==> config.mk <==
export PLATFORM = sky130hd
export DESIGN_NAME = control_unit
export DESIGN_NICKNAME = d
export VERILOG_FILES = /design/src/rtl/mano_pkg.sv /design/src/rtl/seq_counter.sv /design/src/rtl/control_unit.sv
export SDC_FILE = /design/constraint.sdc
export NUM_CORES = 1
export LEC_CHECK = 0
export CORE_MARGIN = 2
export CORE_UTILIZATION = 41
export CTS_BUF_LIST = sky130_fd_sc_hd__clkbuf_8
export CTS_CLUSTER_SIZE = 8
export DETAILED_ROUTE_END_ITERATION = 16
export PLACE_DENSITY = 0.9
export SYNTH_ARGS = -nofsm -noshare
export SYNTH_HDL_FRONTEND = slang
export SYNTH_SLANG_ARGS = --single-unit
==> constraint.sdc <==
create_clock -name clk -period 5.1 [get_ports clk]
set_clock_uncertainty 0.15 [all_clocks]
set_input_delay 0.51 -clock clk [delete_from_list [all_inputs] [get_ports clk]]
set_output_delay 0.51 -clock clk [all_outputs]
set_load 0.01 [all_outputs]
==> src/rtl/mano_pkg.sv <==
// Shared encodings for the Mano basic computer control path: opcodes, instruction bit
// positions, ALU operation codes, common-bus sources and sequence-counter states.
package mano_pkg;

  localparam logic [2:0] D_AND    = 3'd0;
  localparam logic [2:0] D_ADD    = 3'd1;
  localparam logic [2:0] D_LDA    = 3'd2;
  localparam logic [2:0] D_STA    = 3'd3;
  localparam logic [2:0] D_BUN    = 3'd4;
  localparam logic [2:0] D_BSA    = 3'd5;
  localparam logic [2:0] D_ISZ    = 3'd6;
  localparam logic [2:0] D_REG_IO = 3'd7;

  localparam int unsigned RR_CLA = 11;
  localparam int unsigned RR_CLE = 10;
  localparam int unsigned RR_CMA = 9;
  localparam int unsigned RR_CME = 8;
  localparam int unsigned RR_CIR = 7;
  localparam int unsigned RR_CIL = 6;
  localparam int unsigned RR_INC = 5;
  localparam int unsigned RR_SPA = 4;
  localparam int unsigned RR_SNA = 3;
  localparam int unsigned RR_SZA = 2;
  localparam int unsigned RR_SZE = 1;
  localparam int unsigned RR_HLT = 0;
  localparam int unsigned IO_OUT = 10;

  localparam logic [2:0] ALU_AND  = 3'd0;
  localparam logic [2:0] ALU_ADD  = 3'd1;
  localparam logic [2:0] ALU_LOAD = 3'd2;
  localparam logic [2:0] ALU_CMA  = 3'd3;
  localparam logic [2:0] ALU_SHR  = 3'd4;
  localparam logic [2:0] ALU_SHL  = 3'd5;

  localparam logic [2:0] BUS_NONE = 3'd0;
  localparam logic [2:0] BUS_AR   = 3'd1;
  localparam logic [2:0] BUS_PC   = 3'd2;
  localparam logic [2:0] BUS_DR   = 3'd3;
  localparam logic [2:0] BUS_AC   = 3'd4;
  localparam logic [2:0] BUS_IR   = 3'd5;
  localparam logic [2:0] BUS_TR   = 3'd6;
  localparam logic [2:0] BUS_MEM  = 3'd7;

  localparam logic [2:0] T0 = 3'd0;
  localparam logic [2:0] T1 = 3'd1;
  localparam logic [2:0] T2 = 3'd2;
  localparam logic [2:0] T3 = 3'd3;
  localparam logic [2:0] T4 = 3'd4;
  localparam logic [2:0] T5 = 3'd5;
  localparam logic [2:0] T6 = 3'd6;

endpackage

==> src/rtl/seq_counter.sv <==
// 3-bit timing sequence counter: synchronous active-low reset, then clear, then
// increment, otherwise hold.
module seq_counter (
  input  logic       clk,
  input  logic       reset_n,
  input  logic       i_clear,
  input  logic       i_inc,
  output logic [2:0] o_count
);

  logic [2:0] r_count;

  always_ff @(posedge clk) begin
    // NOTE: state updates use <= so every flop samples pre-edge values, free of race order.
    if (!reset_n)     r_count <= '0;
    else if (i_clear) r_count <= '0;
    else if (i_inc)   r_count <= r_count + 3'd1;
  end

  assign o_count = r_count;

endmodule

==> src/rtl/control_unit.sv <==
// Hardwired control sequencer for the Mano basic computer: decodes IR, status flags and
// the current timing step into per-cycle datapath strobes.
module control_unit
  import mano_pkg::*;
#(
  parameter int ADDR_W = 12,
  parameter int WORD_W = 16
) (
  input  logic              clk,
  input  logic              reset_n,
  input  logic [WORD_W-1:0] ir,
  input  logic              ac_zero,
  input  logic              ac_sign,
  input  logic              dr_zero,
  input  logic              e_flag,
  output logic [2:0]        sel,
  output logic [2:0]        bus_sel,
  output logic              mem_read,
  output logic              mem_write,
  output logic              AR_write,
  output logic              AR_increment,
  output logic              AR_clear,
  output logic              PC_write,
  output logic              PC_increment,
  output logic              PC_clear,
  output logic              DR_write,
  output logic              DR_increment,
  output logic              DR_clear,
  output logic              AC_write,
  output logic              AC_increment,
  output logic              AC_clear,
  output logic              IR_write,
  output logic              TR_write,
  output logic              TR_increment,
  output logic              TR_clear,
  output logic              OUTR_write,
  output logic              E_clear,
  output logic              E_complement,
  output logic [2:0]        sc,
  output logic              halted
);

  logic              w_i;
  logic [2:0]        w_d;
  logic [ADDR_W-1:0] w_ref;
  logic [2:0]        w_sc;
  logic              w_sc_clear;
  logic              w_sc_inc;
  logic              w_set_halt;
  logic              r_halted;

  assign w_i   = ir[WORD_W-1];
  assign w_d   = ir[WORD_W-2 -: 3];
  assign w_ref = ir[ADDR_W-1:0];

  seq_counter u_seq_counter (
    .clk     (clk),
    .reset_n (reset_n),
    .i_clear (w_sc_clear),
    .i_inc   (w_sc_inc),
    .o_count (w_sc)
  );

  always_ff @(posedge clk) begin
    if (!reset_n)        r_halted <= 1'b0;
    else if (w_set_halt) r_halted <= 1'b1;
  end

  assign sc     = w_sc;
  assign halted = r_halted;

  always_comb begin
    // NOTE: every output gets a default first so no path through the case infers a latch.
    sel          = ALU_AND;
    bus_sel      = BUS_NONE;
    mem_read     = 1'b0;
    mem_write    = 1'b0;
    AR_write     = 1'b0;
    AR_increment = 1'b0;
    AR_clear     = 1'b0;
    PC_write     = 1'b0;
    PC_increment = 1'b0;
    PC_clear     = 1'b0;
    DR_write     = 1'b0;
    DR_increment = 1'b0;
    DR_clear     = 1'b0;
    AC_write     = 1'b0;
    AC_increment = 1'b0;
    AC_clear     = 1'b0;
    IR_write     = 1'b0;
    TR_write     = 1'b0;
    TR_increment = 1'b0;
    TR_clear     = 1'b0;
    OUTR_write   = 1'b0;
    E_clear      = 1'b0;
    E_complement = 1'b0;
    w_sc_clear   = 1'b0;
    w_sc_inc     = 1'b0;
    w_set_halt   = 1'b0;

    if (reset_n && !r_halted) begin
      w_sc_inc = 1'b1;
      case (w_sc)
        T0: begin
          bus_sel  = BUS_PC;
          AR_write = 1'b1;
        end
        T1: begin
          bus_sel      = BUS_MEM;
          mem_read     = 1'b1;
          IR_write     = 1'b1;
          PC_increment = 1'b1;
        end
        T2: begin
          bus_sel  = BUS_IR;
          AR_write = 1'b1;
        end
        T3: begin
          if (w_d != D_REG_IO) begin
            if (w_i) begin
              bus_sel  = BUS_MEM;
              mem_read = 1'b1;
              AR_write = 1'b1;
            end
          end else if (!w_i) begin
            // Only one AC source may act; E updates and skips are independent.
            if (w_ref[RR_CLA])      AC_clear = 1'b1;
            else if (w_ref[RR_CMA]) begin sel = ALU_CMA; AC_write = 1'b1; end
            else if (w_ref[RR_CIR]) begin sel = ALU_SHR; AC_write = 1'b1; end
            else if (w_ref[RR_CIL]) begin sel = ALU_SHL; AC_write = 1'b1; end
            else if (w_ref[RR_INC]) AC_increment = 1'b1;
            E_clear      = w_ref[RR_CLE];
            E_complement = w_ref[RR_CME];
            PC_increment = (w_ref[RR_SPA] && !ac_sign) || (w_ref[RR_SNA] && ac_sign) ||
                           (w_ref[RR_SZA] && ac_zero)  || (w_ref[RR_SZE] && !e_flag);
            w_set_halt   = w_ref[RR_HLT];
            w_sc_clear   = 1'b1;
          end else begin
            if (w_ref[IO_OUT]) begin
              bus_sel    = BUS_AC;
              OUTR_write = 1'b1;
            end
            w_sc_clear = 1'b1;
          end
        end
        T4: begin
          case (w_d)
            D_AND, D_ADD, D_LDA, D_ISZ: begin
              bus_sel  = BUS_MEM;
              mem_read = 1'b1;
              DR_write = 1'b1;
            end
            D_STA: begin
              bus_sel    = BUS_AC;
              mem_write  = 1'b1;
              w_sc_clear = 1'b1;
            end
            D_BUN: begin
              bus_sel    = BUS_AR;
              PC_write   = 1'b1;
              w_sc_clear = 1'b1;
            end
            D_BSA: begin
              bus_sel      = BUS_PC;
              mem_write    = 1'b1;
              AR_increment = 1'b1;
            end
            default: w_sc_clear = 1'b1;
          endcase
        end
        T5: begin
          case (w_d)
            D_AND: begin sel = ALU_AND;  AC_write = 1'b1; w_sc_clear = 1'b1; end
            D_ADD: begin sel = ALU_ADD;  AC_write = 1'b1; w_sc_clear = 1'b1; end
            D_LDA: begin sel = ALU_LOAD; AC_write = 1'b1; w_sc_clear = 1'b1; end
            D_BSA: begin
              bus_sel    = BUS_AR;
              PC_write   = 1'b1;
              w_sc_clear = 1'b1;
            end
            D_ISZ:   DR_increment = 1'b1;
            default: w_sc_clear = 1'b1;
          endcase
        end
        T6: begin
          if (w_d == D_ISZ) begin
            bus_sel      = BUS_DR;
            mem_write    = 1'b1;
            PC_increment = dr_zero;
          end
          w_sc_clear = 1'b1;
        end
        default: begin
          w_sc_inc   = 1'b0;
          w_sc_clear = 1'b1;
        end
      endcase
    end
  end

endmodule

==> results of run 1 <==
==> sequential cells by signal, indices dropped and copies added (netlist names) <==
name,flops
u_seq_counter.o_count,3
halted,1
==> worst register-to-register path: stages, from the launching register on <==
cell      delay, ns
dfxtp_1        0.71
inv_1          0.24
ha_1           0.36
and3_1         0.23
a311oi_2       0.25
a32oi_2        0.17
a21oi_1        0.15
==> per-stage QoR <==
stage / hold WS [ns] / instance area (µm²) / util, %
3_3_place_gp: 0.3876 / 1308 / 65.97
4_1_cts: 0.4109 / 1349 / 68.06
3_5_place_dp: 0.3916 / 1308 / 65.97
6_report: 0.4094 / 1349 / 68.06
2_1_floorplan: 0.3999 / 894.6 / -
5_1_grt: 0.4811 / 1349 / 68.06
==> cell usage in the layout, fill, tap and decap left out, drive strengths merged <==
cell type / count
and2b: 1
clkbuf: 3
o21ai: 3
dfxtp: 4
nand2: 12
and3: 2
inv: 10
mux2: 1
or3: 2
mux2i: 3
a311oi: 1
clkdlybuf4s50: 46
o211a: 1
o21bai: 1
a22o: 2
conb: 6
nand3b: 1
and2: 5
nand2b: 3
nand4: 1
o21a: 2
o32ai: 1
a211o: 1
a31oi: 2
o211ai: 1
o41ai: 1
o2bb2ai: 3
and4b: 1
ha: 9
a221oi: 1
a2111oi: 1
a21oi: 7
nor3: 7
a32oi: 1
nor2: 9
nand3: 9
a41oi: 1
==> cell type report <==
class                   count  area (µm²)
multi-input cells         102       695.7
flip-flops and latches      4       80.08
inverters                  10       37.54
repair buffers             46       460.4
clock buffers               3       41.29
fillers                   160       633.1
well taps                  27       33.78
==> power groups by stage <==
stage | Combinational, mW | Clock [mW] | Sequential, mW
3_3_place_gp | 0.154 | 0 | 0.0434
2_1_floorplan | 0.0965 | 0 | 0.0432
6_report | 0.159 | 0.0673 | 0.0439
5_1_grt | 0.174 | 0.0725 | 0.0445
4_1_cts | 0.158 | 0.0686 | 0.0438
3_5_place_dp | 0.157 | 0 | 0.0442
==> logic make-up (layout without fill, tap and decap cells) <==
logic type      count (synthesis)  in the layout  synth area share [%]
compound gates                 30             30                 27.57
fa+ha+maj                       9              9                 12.86
buf+inv                        21             59                 13.57
flops                           4              4                 9.143
mux                             4              4                 4.714
other cells                     1              6                0.4282
simple gates                   53             53                 31.72
==> layer usage <==
metal  GRT usage, %  up-vias  wire (µm)
met5              0        -          0
met4          5.556        0         15
met3          6.845        2        256
met2          37.72       57       1282
met1          26.71      493       1052
li1               -      515          -
==> final timing paths <==
kind / start / cells past startpoint / slack [ns] / endpoint
worst max-delay path: u_seq_counter.o_count[2] / 5 / 1.66 / bus_sel[2]
worst min-delay path: u_seq_counter.o_count[1] / 2 / 0.41 / u_seq_counter.o_count[1]
worst max register to register: u_seq_counter.o_count[2] / 6 / 2.75 / u_seq_counter.o_count[0]
worst min register to register: u_seq_counter.o_count[1] / 2 / 0.41 / u_seq_counter.o_count[1]
==> results.ini, run 1 <==
[global_route]
grt_pass1_vias=1001
grt_max_degree=19
antenna_found_initial=0
track_usage_pct=22.13
grt_pass1_wl_um=4436
grt.overflow.total=0

[placement]
gp_routability_congestion=0.8523
portBuffers=46
dp_cells=189
hpwl_um=1990
pre_cts_slack_ns=1.838

[setup_path]
slowest_delay_ns=0.71
setup.worst_path.end_class=output port
start_kind=register
crit_slowest_cell=dfxtp_1
path_buf_inv=2
cp.arrival_ns=2.78
crit_type=register to output port
cp.required_ns=4.44
worstPathCellList=inv_1, ha_1, o41ai_1, a41oi_1, clkdlybuf4s50_1
path_delay_family=buffers and inverters
path_max_fanout=18

[sta]
relSlewSlack_pct=58.09
tns_ns=0
min_period_over_period_pct=67.38
rsz0062_at_grt=false
finalWorstSetupSlack_ns=1.663
hold_violations=0
setup_violations=0
timing.fmax_mhz=291.0
drv_slew=0
min_period_ns=3.437
worst_pin_slew_ns=0.6277

[clocking]
cts_repair_resize_count=0
cts_sinks=4
hold_buffers=0
ctsLongestPathBuffers=2
clock_latency_ns=0.22
cts_buffers=3
cts_tree=done
clk_pin_slew_worst_paths_ns=0.03
post-cts-setup-buffer-count=0
htreeDepth=1
cts_root_buf=clkbuf_8

[synthesis]
netlist_area_um2=875.8
yosys_register_bits=4
yosysUniqueCellTypes=42
syn-instance-count=122
yosysTopAreaCell=ha_1
synth_most_common_cell=nand2_1
yosys_warnings=0
synth.area.top_cells=ha_1 (13%), dfxtp_1 (9.1%), buf_4 (6.9%)
seq_area_frac_synth_pct=9.143
netlist_top_cells_count=nand2_1 (12), inv_1 (10), ha_1 (9)
synth_top_flop_cell=dfxtp_1
synth_edf_count=0
synth-async-reset-ratio_pct=0
syn_avg_cell_area_um2=7.179
synth_top_area_share_pct=12.86

[cells_and_area]
fin_nets=198
syn2layout_area_growth_pct=54.00
drive_gt1_share_pct=6.667
insertedDiodeCount=0
finalNonFillerCells=192

[drt]
via_per_inst=5.557
drtPass1Iterations=4
num_vias=1067
totalWireLength_um=2608
post_drt_wl_per_cell_um=13.58
drt_iter0_markers=45
drcViolationCount=0
ant_nets=0

[job]
drv_cap=0

[power]
vdd_drop_max_mv=0.2279
p_leak_nw=0.5167
power.internal_uw=165.4
pwr_density_cell_mw_per_mm2=200.5
finalPower_uw=270.5
pwr-share-clk_pct=24.9
p_sw_uw=105.0
pwr-share-seq_pct=16.2
swShare_pct=38.83
power_frac_comb_pct=58.9

[die]
core_area_mm2=0.001982
start_util_pct=44.19
rows=16
chipWidth_um=50.22
die_area_mm2=0.002522
io_pins=53
die_h_um=50.22

[run_status]
status=complete, no violations

[hold_path]
holdCritPathClass=register to register

Power figures use the tool's default switching activity.
==> run 2, diff against run 1 <==
--- a/config.mk
+++ b/config.mk
@@ -6,11 +6,11 @@
 export NUM_CORES = 1
 export LEC_CHECK = 0
 export CORE_MARGIN = 2
-export CORE_UTILIZATION = 41
+export CORE_UTILIZATION = 38
 export CTS_BUF_LIST = sky130_fd_sc_hd__clkbuf_8
 export CTS_CLUSTER_SIZE = 8
 export DETAILED_ROUTE_END_ITERATION = 16
-export PLACE_DENSITY = 0.9
+export PLACE_DENSITY = 0.85
 export SYNTH_ARGS = -nofsm -noshare
 export SYNTH_HDL_FRONTEND = slang
 export SYNTH_SLANG_ARGS = --single-unit
==> constraint.sdc (replaced) <==
create_clock -name clk -period 3.2 [get_ports clk]
set_clock_uncertainty 0.15 [all_clocks]
set_input_delay 0.32 -clock clk [delete_from_list [all_inputs] [get_ports clk]]
set_output_delay 0.32 -clock clk [all_outputs]
set_load 0.01 [all_outputs]
==> run 2 against run 1 <==
- combinational power rose by 63%
- first-iteration DRC count fell by 38%
- sequential share of layout area fell by 0.081 points
- register-to-register slack got worse by 1.5 ns
- clock-buffer cell count did not move
- largest power group unchanged
==> results.ini, run 2 (synthesis gave the netlist of run 1 again) <==
[drt]
ant_nets=0  ; unchanged
post_drt_wl_per_cell_um=14.05  ; +3.4%
drtPass1Iterations=4  ; unchanged
route.met2.wl_um=1358  ; +5.9%
via_per_inst=5.487  ; -1.3%
routed.top_layer=met4
num_vias=1070  ; +0.28%
totalWireLength_um=2740  ; +5.1%
drt_iter0_markers=28  ; -38%
drcViolationCount=0  ; unchanged
m1WireLength_um=1096  ; +4.2%
wl_met3_um=192  ; -25%

[sta]
hold_violations=0  ; unchanged
drv_slew=0  ; unchanged
setup_violations=0  ; unchanged
min_period_over_period_pct=93.23
finalWorstSetupSlack_ns=0.2167  ; -1.447 ns
tns_ns=0  ; unchanged
rsz0062_at_grt=false
worst_pin_slew_ns=0.5760  ; -0.05176 ns
min_period_ns=2.983
timing.fmax_mhz=335.2
relSlewSlack_pct=61.10  ; +3.0 points

[setup_path]
crit_start=u_seq_counter.o_count[0]
start_kind=register
r2r_start=u_seq_counter.o_count[0]
crit_type=register to output port
crit_end=AC_write
worstPathCellList=ha_1, ha_2, nand3_2, nor3_2, nand3b_1, o2bb2ai_1, clkdlybuf4s50_1
setup.worst_path.end_class=output port
cp.required_ns=2.73  ; -1.71 ns
path_max_fanout=8  ; -10
rrSetupSlack_ns=1.28  ; -1.47 ns
r2r_end=u_seq_counter.o_count[1]
r2r_cells=6  ; unchanged
slowest_delay_ns=0.56  ; -0.15 ns
cp.arrival_ns=2.51  ; -0.27 ns
crit_slowest_cell=clkdlybuf4s50_1

[hold_path]
holdCritPathClass=register to register

[die]
io_pins=53  ; unchanged
die_area_mm2=0.002705  ; +7.3%
die_h_um=52.01  ; +3.6%
start_util_pct=39.98  ; -4.2 points
core_area_mm2=0.002191  ; +11%
chipWidth_um=52.01  ; +3.6%
rows=17  ; +1

[power]
p_sw_uw=169.9  ; +62%
power.internal_uw=265.5  ; +60%
pwr-share-clk_pct=24.9  ; about the same
swShare_pct=39.02  ; +0.19 points
pwr_density_cell_mw_per_mm2=318.4  ; +59%
finalPower_uw=435.4  ; +61%
vdd_drop_max_mv=0.2924  ; +28%
power_frac_comb_pct=59.5  ; +0.6 points
p_leak_nw=0.5258  ; +1.8%
pwr-share-seq_pct=15.7  ; -0.5 points

[clocking]
cts_root_buf=clkbuf_8
cts_tree=done
cts_sinks=4  ; unchanged
htreeDepth=1  ; unchanged
ctsLongestPathBuffers=2  ; unchanged
clock_latency_ns=0.22  ; about the same
cts_buffers=3  ; unchanged
hold_buffers=0  ; unchanged
clk_pin_slew_worst_paths_ns=0.03  ; about the same

[cells_and_area]
multiInputGateArea_um2=698.2  ; +0.36%
register_area_um2=80.08  ; unchanged
insertedDiodeCount=0  ; unchanged
largest_register_ffs=3  ; unchanged
final_area_mm2=0.001368  ; +1.4%
layout_common_cells=clkdlybuf4s50_1 (46), nand2_1 (12), inv_1 (10)
drive_gt1_share_pct=8.383  ; +1.7 points
layout_commonest_cell=clkdlybuf4s50_1
syn2layout_area_growth_pct=56.14
fill_cells=197  ; +23%
fin_nets=200  ; +1.0%

[placement]
pre_cts_slack_ns=0.2982  ; -1.539 ns
portBuffers=46  ; unchanged
postPlaceCellArea_mm2=0.001324  ; +1.2%
hpwl_um=2162  ; +8.7%
gp_routability_congestion=0.8009  ; -6.0%

[job]
drv_cap=0  ; unchanged

[global_route]
track_usage_pct=20.52  ; -1.6 points
grt_max_degree=18  ; -1
antenna_found_initial=0  ; unchanged
grt.overflow.total=0  ; unchanged
grt_pass1_wl_um=4298  ; -3.1%
grt_pass1_vias=1053  ; +5.2%

[run_status]
status=complete, no violations

==> run 2: cell types whose count changed in the layout (fill, tap and decap cells not counted), sizes merged <==
cell  before  now
buf        0    2
==> run 2: worst max-delay path, delay by kind of cell (launching register included) <==
| family | cells | cell delay (ns) |
|---|---|---|
| flops | 1 | 0.47 |
| compound gates | 1 | 0.21 |
| buf+inv | 1 | 0.56 |
| simple gates | 3 | 0.51 |
| fa+ha+maj | 2 | 0.54 |
==> run 2: layer usage <==
| layer | vias up | global-route usage (%) |
|---|---|---|
| li1 | 520 | - |
| met1 | 500 | 22.26 |
| met2 | 42 | 37.97 |
| met3 | 8 | 4.885 |
| met4 | 0 | 7.456 |
| met5 | - | 0 |
==> run 2: worst min-delay path by stage <==
stage          cells past startpoint                startpoint                        to  slack (ns)
2_1_floorplan                      2                     ir[0]                    halted        0.31
3_3_place_gp                       2  u_seq_counter.o_count[1]  u_seq_counter.o_count[1]        0.39
3_5_place_dp                       2                    halted                    halted        0.40
4_1_cts                            2                    halted                    halted        0.40
5_1_grt                            2                    halted                    halted        0.44
6_report                           2                    halted                    halted        0.41
==> run 2: metrics by stage <==
step | hold WS [ns] | cells | utilization (%)
final | 0.4101 | 195 | 62.42
after global placement | 0.3877 | 192 | 60.42
after CTS | 0.4045 | 195 | 62.31
after global routing | 0.4407 | 195 | 62.42
after detailed placement | 0.3999 | 192 | 60.42
after floorplan | 0.3107 | 127 | -
==> run 2: area by class of cell <==
class	count	share of cell area, %
clock buffers	3	3.019
inverters	10	2.745
multi-input cells	102	51.05
flip-flops and latches	4	5.855
well taps	28	2.562
repair buffers	48	34.77
==> run 2: power groups by stage <==
stage | clock network [mW] | registers [mW] | logic (mW)
after floorplan | 0 | 0.0688 | 0.154
after global placement | 0 | 0.0678 | 0.249
after detailed placement | 0 | 0.0681 | 0.256
after CTS | 0.109 | 0.0676 | 0.257
after global routing | 0.111 | 0.0697 | 0.285
final | 0.108 | 0.0682 | 0.259
==> run 2: what timing repair did <==
action                     in CTS  in global routing
buffers inserted                0                  0
resized for setup               0                  1
setup endpoints to repair       0                  4
hold endpoints to repair        0                  0
==> run 3, diff against run 2 <==
==> constraint.sdc (replaced) <==
create_clock -name clk -period 3.2 [get_ports clk]
set_clock_uncertainty 0.15 [all_clocks]
set_input_delay 0.48 -clock clk [delete_from_list [all_inputs] [get_ports clk]]
set_output_delay 0.48 -clock clk [all_outputs]
set_load 0.01 [all_outputs]
==> run 3 against run 2 <==
- first-iteration DRC count is 18% lower
- global-route usage is 0.79 points higher
- non-clock buffer count is 5 higher
- die area stayed put
- clock power is 5% lower
- setup slack better by 0.0086 ns
- cell area is 4.6% higher
- power is 0.55% higher
- critical path type unchanged
- critical endpoint is now sel[2]
==> results.ini, run 3 (synthesis gave the netlist of run 1 again) <==
[placement]
portBuffers=46  ; unchanged
pre_cts_slack_ns=0.01269  ; -0.2855 ns
gp_routability_congestion=0.7966  ; -0.54%
dp_cells=197  ; +2.6%
hpwl_um=2168  ; +0.29%

[die]
die_h_um=52.01  ; unchanged
die_area_mm2=0.002705  ; unchanged
core_area_mm2=0.002191  ; unchanged
chipWidth_um=52.01  ; unchanged
io_pins=53  ; unchanged
start_util_pct=39.98  ; unchanged
rows=17  ; unchanged

[clocking]
htreeDepth=1  ; unchanged
cts_tree=done
post-cts-setup-buffer-count=0  ; unchanged
clk_pin_slew_worst_paths_ns=0.03  ; about the same
clock_latency_ns=0.21  ; about the same
cts_root_buf=clkbuf_8
cts_buffers=3  ; unchanged
cts_sinks=4  ; unchanged
ctsLongestPathBuffers=2  ; unchanged
hold_buffers=0  ; unchanged

[setup_path]
rrSetupSlack_ns=1.31  ; +0.03 ns
cp.arrival_ns=2.34  ; -0.17 ns
r2r_start=u_seq_counter.o_count[1]
path_max_fanout=7  ; -1
cp.required_ns=2.57  ; -0.16 ns
path_delay_family=simple AND/OR/NAND/NOR gates
start_kind=register
r2r_cells=6  ; unchanged
crit_end=sel[2]
slowest_delay_ns=0.56  ; about the same
cp.depth=7  ; unchanged
crit_start=u_seq_counter.o_count[1]
path_buf_inv=1  ; unchanged
setup.worst_path.end_class=output port
crit_type=register to output port
crit_slowest_cell=clkdlybuf4s50_1
r2r_end=u_seq_counter.o_count[0]
worstPathCellList=ha_1, ha_2, nand3_2, nor3_2, nand3b_1, nor3_1, clkdlybuf4s50_1

[drt]
m1WireLength_um=1112  ; +1.5%
ant_nets=0  ; unchanged
num_vias=1080  ; +0.93%
post_drt_wl_per_cell_um=13.55  ; -3.6%
drcViolationCount=0  ; unchanged
wl_met3_um=212  ; +10%
via_per_inst=5.400  ; -1.6%
routed.top_layer=met3
route.met2.wl_um=1385  ; +2.0%
totalWireLength_um=2709  ; -1.1%
drt_iter0_markers=23  ; -18%
drtPass1Iterations=4  ; unchanged

[power]
pwr_density_cell_mw_per_mm2=306.1  ; -3.8%
vdd_drop_max_mv=0.4503  ; +54%
p_leak_nw=0.5989  ; +14%

[sta]
relSlewSlack_pct=62.75  ; +1.7 points
rsz0062_at_grt=false
worst_pin_slew_ns=0.5515  ; -0.02449 ns
tns_ns=0  ; unchanged
min_period_over_period_pct=92.96  ; -0.27 points
drv_slew=0  ; unchanged
min_period_ns=2.975  ; -0.008613 ns
timing.fmax_mhz=336.2  ; +0.29%
setup_violations=0  ; unchanged
finalWorstSetupSlack_ns=0.2253  ; +0.008613 ns
hold_violations=0  ; unchanged

[cells_and_area]
finalNonFillerCells=200  ; +2.6%
largest_register_ffs=3  ; unchanged
insertedDiodeCount=0  ; unchanged
fin_nets=205  ; +2.5%
layout_commonest_cell=clkdlybuf4s50_1
drive_gt1_share_pct=12.79  ; +4.4 points
layout_common_cells=clkdlybuf4s50_1 (41), nand2_1 (12), inv_1 (10)
syn2layout_area_growth_pct=63.29

[global_route]
track_usage_pct=21.30  ; +0.79 points
grt.overflow.total=0  ; unchanged
antenna_found_initial=0  ; unchanged
grt_max_degree=18  ; unchanged
grt_pass1_wl_um=4485  ; +4.4%
grt_pass1_vias=1081  ; +2.7%

[run_status]
status=complete, no violations

[job]
drv_cap=0  ; unchanged

[hold_path]
holdCritPathClass=register to register

==> run 3: tightest hold or removal path, stage by stage (launching register included) <==
cell and delay [ns]:
dfxtp_1 0.34, a21oi_1 0.13, nor2_1 0.05
==> run 3: how the worst min path moves through the flow <==
stage,startpoint,end,cells past startpoint
3_5_place_dp,halted,halted,2
4_1_cts,halted,halted,2
6_report,halted,halted,2
5_1_grt,u_seq_counter.o_count[1],u_seq_counter.o_count[1],2
2_1_floorplan,u_seq_counter.o_count[1],u_seq_counter.o_count[1],2
3_3_place_gp,u_seq_counter.o_count[1],u_seq_counter.o_count[1],2
==> run 3: routing by layer <==
metal | track usage, % | up-vias
met5 | 0 | -
met4 | 5.702 | 0
met3 | 4.023 | 0
met2 | 40.51 | 50
met1 | 23.66 | 503
li1 | - | 527
==> run 3: area by class of cell <==
cell class                 instances  area (µm²)
clock buffer                       3       41.29
multi-input combinational        102       713.2
fill                             196       760.7
timing repair buffer              53       521.8
tap                               28       35.03
sequential                         4       81.33
inverter                          10       37.54
==> run 3: what timing repair did <==
action / 4_1_cts / 5_1_grt
endpoints found under the setup margin: 1 / 8
cloned: 0 / 0
resized for setup: 1 / 9
pin swaps: 0 / 0
==> run 3: through the flow <==
step	hold WS (ns)	cell area (µm²)	power (mW)	utilization, %
after detailed placement	0.4201	1361	0.3285	62.14
final	0.4217	1430	0.4378	65.28
after CTS	0.4255	1401	0.4356	63.96
after floorplan	0.3999	894.6	0.2226	-
after global placement	0.3873	1361	0.3212	62.14
after global routing	0.4647	1430	0.4684	65.28
==> run 3: where the power goes <==
part,leakage (nW),total (mW),internal [mW],switching [mW]
clock network,0.0216,0.103,0.0800,0.0233
logic,0.544,0.265,0.133,0.132
registers,0.0328,0.0692,0.0573,0.0119
